<file path="src/rtl/fetch_stage_ctrl.sv">
// Fetch-stage controller: PC ownership, reset/interrupt vector loads, IF/ID register.
// Optional saturating performance counters are compiled in when FETCH_PERF_CNT_EN is defined.
module fetch_stage_ctrl #(
  parameter int unsigned         PC_W      = 32,
  parameter int unsigned         INSTR_W   = 16,
  parameter logic [PC_W-1:0]     RESET_VEC = '0,
  parameter logic [PC_W-1:0]     IVT_ADDR  = PC_W'(2),
  parameter logic [INSTR_W-1:0]  NOP       = '0
) (
  input  logic               clk,
  input  logic               rst,
  output logic [PC_W-1:0]    imem_addr,
  input  logic [INSTR_W-1:0] imem_data,
  input  logic               int_stall,
  input  logic               int_inject,
  input  logic [INSTR_W-1:0] int_instr,
  input  logic               int_bubble,
  input  logic               int_to_fetch,
  input  logic               br_taken,
  input  logic [PC_W-1:0]    br_target,
  input  logic               hazard_stall,
  output logic [INSTR_W-1:0] ifid_instr,
  output logic [PC_W-1:0]    ifid_pc,
  output logic               ifid_valid,
  output logic [PC_W-1:0]    ret_pc
`ifdef FETCH_PERF_CNT_EN
  ,
  output logic [15:0]        perf_fetch,
  output logic [15:0]        perf_inject,
  output logic [15:0]        perf_bubble
`endif
);

  typedef enum logic [2:0] {
    RST_HI,
    RST_LO,
    RUN,
    IVT_HI,
    IVT_LO
  } state_e;

  state_e               state_q, state_d;
  logic [PC_W-1:0]      pc_q, pc_d;
  logic [INSTR_W-1:0]   ifid_instr_q, ifid_instr_d;
  logic [PC_W-1:0]      ifid_pc_q, ifid_pc_d;
  logic                 ifid_valid_q, ifid_valid_d;
  logic [PC_W-1:0]      ret_pc_q, ret_pc_d;
  logic [INSTR_W-1:0]   vec_hi_q, vec_hi_d;
  logic                 stall_prev_q;
  logic [2*INSTR_W-1:0] vec_full;
  logic                 fetch_ev;
  logic                 inject_ev;
  logic                 bubble_ev;

  assign vec_full = {vec_hi_q, imem_data};

  always_comb begin
    state_d      = state_q;
    pc_d         = pc_q;
    ifid_instr_d = ifid_instr_q;
    ifid_pc_d    = ifid_pc_q;
    ifid_valid_d = ifid_valid_q;
    ret_pc_d     = ret_pc_q;
    vec_hi_d     = vec_hi_q;
    imem_addr    = pc_q;
    fetch_ev     = 1'b0;
    inject_ev    = 1'b0;
    bubble_ev    = 1'b0;

    unique case (state_q)
      RST_HI: begin
        imem_addr    = RESET_VEC;
        vec_hi_d     = imem_data;
        ifid_instr_d = NOP;
        ifid_valid_d = 1'b0;
        bubble_ev    = 1'b1;
        state_d      = RST_LO;
      end
      RST_LO: begin
        imem_addr    = RESET_VEC + PC_W'(1);
        pc_d         = PC_W'(vec_full);
        ifid_instr_d = NOP;
        ifid_valid_d = 1'b0;
        bubble_ev    = 1'b1;
        state_d      = RUN;
      end
      IVT_HI: begin
        imem_addr    = IVT_ADDR;
        vec_hi_d     = imem_data;
        ifid_instr_d = NOP;
        ifid_valid_d = 1'b0;
        bubble_ev    = 1'b1;
        state_d      = IVT_LO;
      end
      IVT_LO: begin
        imem_addr    = IVT_ADDR + PC_W'(1);
        pc_d         = PC_W'(vec_full);
        ifid_instr_d = NOP;
        ifid_valid_d = 1'b0;
        bubble_ev    = 1'b1;
        state_d      = RUN;
      end
      RUN: begin
        // ret_pc tracks the stall edge independently of which action wins below
        if (int_stall && !stall_prev_q) begin
          ret_pc_d = pc_q;
        end
        if (int_to_fetch) begin
          ifid_instr_d = NOP;
          ifid_valid_d = 1'b0;
          bubble_ev    = 1'b1;
          state_d      = IVT_HI;
        end else if (br_taken) begin
          pc_d         = br_target;
          ifid_instr_d = NOP;
          ifid_valid_d = 1'b0;
          bubble_ev    = 1'b1;
        end else if (int_inject) begin
          ifid_instr_d = int_bubble ? NOP : int_instr;
          ifid_valid_d = ~int_bubble;
          ifid_pc_d    = pc_q;
          inject_ev    = ~int_bubble;
          bubble_ev    = int_bubble;
        end else if (hazard_stall) begin
          ifid_instr_d = ifid_instr_q;
        end else if (int_stall) begin
          ifid_instr_d = NOP;
          ifid_valid_d = 1'b0;
          bubble_ev    = 1'b1;
        end else begin
          ifid_instr_d = imem_data;
          ifid_pc_d    = pc_q;
          ifid_valid_d = 1'b1;
          pc_d         = pc_q + PC_W'(1);
          fetch_ev     = 1'b1;
        end
      end
      default: begin
        state_d = RST_HI;
      end
    endcase
  end

  always_ff @(posedge clk) begin
    if (rst) begin
      state_q      <= RST_HI;
      pc_q         <= '0;
      ifid_instr_q <= NOP;
      ifid_pc_q    <= '0;
      ifid_valid_q <= 1'b0;
      ret_pc_q     <= '0;
      vec_hi_q     <= '0;
      stall_prev_q <= 1'b0;
    end else begin
      state_q      <= state_d;
      pc_q         <= pc_d;
      ifid_instr_q <= ifid_instr_d;
      ifid_pc_q    <= ifid_pc_d;
      ifid_valid_q <= ifid_valid_d;
      ret_pc_q     <= ret_pc_d;
      vec_hi_q     <= vec_hi_d;
      stall_prev_q <= int_stall;
    end
  end

  assign ifid_instr = ifid_instr_q;
  assign ifid_pc    = ifid_pc_q;
  assign ifid_valid = ifid_valid_q;
  assign ret_pc     = ret_pc_q;

`ifdef FETCH_PERF_CNT_EN
  logic [15:0] perf_fetch_q, perf_inject_q, perf_bubble_q;

  always_ff @(posedge clk) begin
    if (rst) begin
      perf_fetch_q  <= '0;
      perf_inject_q <= '0;
      perf_bubble_q <= '0;
    end else begin
      if (fetch_ev && (perf_fetch_q != '1)) begin
        perf_fetch_q <= perf_fetch_q + 16'd1;
      end
      if (inject_ev && (perf_inject_q != '1)) begin
        perf_inject_q <= perf_inject_q + 16'd1;
      end
      if (bubble_ev && (perf_bubble_q != '1)) begin
        perf_bubble_q <= perf_bubble_q + 16'd1;
      end
    end
  end

  assign perf_fetch  = perf_fetch_q;
  assign perf_inject = perf_inject_q;
  assign perf_bubble = perf_bubble_q;
`else
  logic unused_ev;
  assign unused_ev = fetch_ev ^ inject_ev ^ bubble_ev;
`endif

endmodule

</file>
<file path="config.mk">
export PLATFORM = sky130hd
export DESIGN_NAME = fetch_stage_ctrl
export DESIGN_NICKNAME = d
export VERILOG_FILES = /design/src/rtl/fetch_stage_ctrl.sv
export SDC_FILE = /design/constraint.sdc
export NUM_CORES = 1
export LEC_CHECK = 0
export ABC_AREA = 1
export BUFFER_PORTS_ARGS = -buffer_cell sky130_fd_sc_hd__buf_4
export CAP_MARGIN = 20
export CORE_MARGIN = 5
export CORE_UTILIZATION = 51
export DETAILED_ROUTE_END_ITERATION = 6
export PLACE_DENSITY = 0.79
export RECOVER_POWER = 25
export SYNTH_ARGS = -nofsm -noshare
export SYNTH_HDL_FRONTEND = slang
export SYNTH_SLANG_ARGS = --single-unit
</file>
<file path="constraint.sdc">
create_clock -name clk -period 2.97 [get_ports clk]
set_input_delay 0 -clock clk [delete_from_list [all_inputs] [get_ports clk]]
set_output_delay 0 -clock clk [all_outputs]
set_load 0.03 [all_outputs]
</file>
==> impl_metrics.yaml <==
outcome:
  status: "finished, final reports clean"
worst_setup_path:
  crit_arrival_ns: 2.22
  cpPeakStageDelay_ns: 0.74
  r2r-end: "ifid_pc[13]"
  cp.required_ns: 2.97
  crit_chain: "nor2_1, a21oi_1, inv_1, o21ai_0, buf_4"
  critPathCaptureType: "output pin"
  reg2reg_slack_ns: 0.91
  r2r_cells: 7
  path_max_fanout: 32
  start_kind: "flip-flop"
  reg2reg_from: "state_q[2]"
  critPathKind: "flip-flop to output pin"
  cp_slowest_cell: "inv_1"
pwr:
  power_density_nw_per_um2: 602.7
  p_leak_nw: 3.591
  vdd.ir_drop.worst_mv: 0.3849
final_layout:
  antennaDiodeCount: 0
  fill_cells: 1093
  final_cell_mix: "nor2_1 (157), o21ai_0 (139), nand2_1 (134)"
  layout-drive-gt1-share_pct: 15.96
  final_cells: 1283
  multi_input_area_sq_um: 3177
  mostFrequentLayoutCell: "nor2_1"
  seqCellArea_sq_um: 2663
  areaGrowthSynthToFinish_pct: 33.23
  fin_nets: 1175
routing:
  routed-via-count: 7015
  via_per_inst: 5.468
  dr.pass1.iters: 5
  routed_wl_microns: 20520
  drtIter0Drc: 743
  ant_nets: 0
  drc: 0
  avgRoutedWirePerCell_microns: 15.99
logic_synthesis:
  ys_ff_latch: 133
  syn_avg_cell_area_sq_um: 6.916
  syn-cell-area_sq_um: 6307
  syn-num-nets: 985
  yosysTopAreaCellShare_pct: 42.21
  yosysWarningCount: 0
  syn_inst: 912
  seq_area_frac_synth_pct: 42.21
  yosys.cell_types.count: 25
  synth_area_leaders: "dfxtp_1 (42%), o21ai_0 (11%), a21oi_1 (10%), nor2_1 (9.3%), nand2_1 (8.0%)"
  synth.largest_area_cell: "dfxtp_1"
placed_design:
  globalplace.congestion: 0.9271
  numPortBuffers: 184
  hpwl_microns: 14330
  place_inst: 1212
  dp_slack_ns: 0.9735
global_route:
  grt_pass1_vias: 6608
  top_usage_layer: "met2"
  grt_max_degree: 131
  grt-ovfl-total: 0
  grt_pass1_wl_microns: 32720
  grtUsageMet3_pct: 6.807
  antenna_found_initial: 0
  grt_util_met2_pct: 43.49
  use_met1_pct: 37.21
  gr-usage-all-layers_pct: 27.67
cts:
  ctsHoldBuffers: 39
  h-tree-depth: 4
  cts_buffers: 17
  clkTransAtPathRegs_ns: 0.06
  post-cts-setup-buffers: 0
  clk_path_buf_depth: 2
  post_cts_resized: 0
  cts_tree: "built"
  cts_sinks: 133
  insertion_delay_ns: 0.41
  cts-root-buf: "clkbuf_16"
timing:
  finClkSkew_ns: 0.006806
  fin_tns_setup_ns: 0
  finalHoldViolCount: 0
  slew_headroom_pct: 32.47
  rsz0062_at_grt: "no"
  max_freq_ghz: 0.4508
  post-route-min-period_ns: 2.219
  final.setup.worst_slack_ns: 0.7515
  worst_pin_slew_ns: 1.012
  period_share_pct: 74.70
  final-setup-viol-count: 0
  drv_slew: 0
floorplanning:
  rows: 40
  die_area_sq_um: 14690
  die_y_microns: 121.2
  die_x_microns: 121.2
  core-area_sq_um: 12060
  initial_core_util_pct: 52.29
  io_pins: 185
worst_hold_path:
  hold_end: "pc_q[22]"
  hp-start: "br_target[22]"
  whs_path_depth: 5
  hold_class: "input port to flip-flop"
job:
  drv_cap: 0
==> layout make-up <==
| class | count | share of cell area [%] |
|---|---|---|
| multi-input combinational | 665 | 37.81 |
| sequential | 133 | 31.69 |
| timing repair buffer | 227 | 18.91 |
| clock buffer | 22 | 5.524 |
| inverter | 58 | 2.606 |
| tap | 168 | 2.501 |
| clock inverter | 10 | 0.9678 |
==> worst max path at each step <==
stage                   endpoint  slack, ns  startpoint
floorplan               pc_q[12]       1.50     pc_q[1]
global placement         pc_q[7]       1.03  state_q[2]
detailed placement      pc_q[11]       0.97  state_q[2]
CTS                 imem_addr[0]       0.74  state_q[0]
global route             pc_q[7]       0.58   int_stall
finish              imem_addr[0]       0.75  state_q[0]
==> logic make-up (layout without fill, tap and decap cells) <==
| group | after synthesis | after routing | synth area share (%) |
|---|---|---|---|
| adder cells (fa/ha/maj) | 1 | 1 | 0.1983 |
| AND/OR/NAND/NOR | 348 | 348 | 22.61 |
| AO/OA/AOI/OAI | 311 | 311 | 26.86 |
| flip-flops | 133 | 133 | 42.21 |
| XOR/XNOR | 5 | 5 | 0.6943 |
| buffers and inverters | 114 | 317 | 7.419 |
==> routing by layer <==
| layer | wire, microns | vias up |
|---|---|---|
| li1 | - | 3440 |
| met1 | 8891 | 3194 |
| met2 | 9140 | 341 |
| met3 | 2022 | 40 |
| met4 | 467 | 0 |
| met5 | 0 | - |
==> critical path, delay by kind of cell, from the launching register on <==
family          cells  cell delay [ns]
compound gates      2             0.30
simple gates        1             0.20
flops               1             0.34
buf+inv             2             0.96
==> flip-flops by register name, indices dropped and copies added, names as in the netlist <==
| signal | flops |
|---|---|
| vec_hi_q | 16 |
| stall_prev_q | 1 |
| ifid_instr | 16 |
| ret_pc | 32 |
| ifid_pc | 32 |
| ifid_valid | 1 |
| pc_q | 32 |
| state_q | 3 |
==> through the flow <==
step / total power, mW / hold slack (ns) / area [sq um] / utilization (%)
floorplan: 2.754 / 0.07238 / 6307 / -
global route: 5.300 / 0.005430 / 8403 / 69.67
CTS: 5.090 / 0.001480 / 8628 / 71.54
global placement: 3.128 / 0.2064 / 7692 / 63.78
detailed placement: 3.143 / 0.2061 / 7692 / 63.78
finish: 5.065 / 0.003717 / 8403 / 69.67
==> power by group <==
| group | internal [mW] | switching [mW] | leakage [nW] | total, mW |
|---|---|---|---|---|
| clock network | 1.18 | 0.736 | 0.273 | 1.92 |
| logic | 0.351 | 0.717 | 2.23 | 1.07 |
| registers | 1.94 | 0.140 | 1.09 | 2.08 |
==> Yosys cell counts <==
| master | count |
|---|---|
| nand2_2 | 4 |
| a21oi_1 | 126 |
| dfxtp_1 | 133 |
| clkinv_2 | 1 |
| o21ai_1 | 6 |
| clkbuf_1 | 24 |
| clkbuf_2 | 1 |
| nor3_4 | 1 |
| nor2_4 | 4 |
| a31oi_1 | 2 |
| o211ai_1 | 6 |
| inv_1 | 53 |
| nor3_1 | 1 |
| nor2_2 | 6 |
| nand3_1 | 41 |
| buf_1 | 1 |
| ha_1 | 1 |
| buf_2 | 30 |
| nor2_1 | 157 |
| xor2_1 | 5 |
| nand2_1 | 134 |
| o21ai_0 | 139 |
| o211a_1 | 16 |
| a22oi_1 | 16 |
| inv_2 | 4 |
Note: power is estimated with default switching activity, not from simulation.
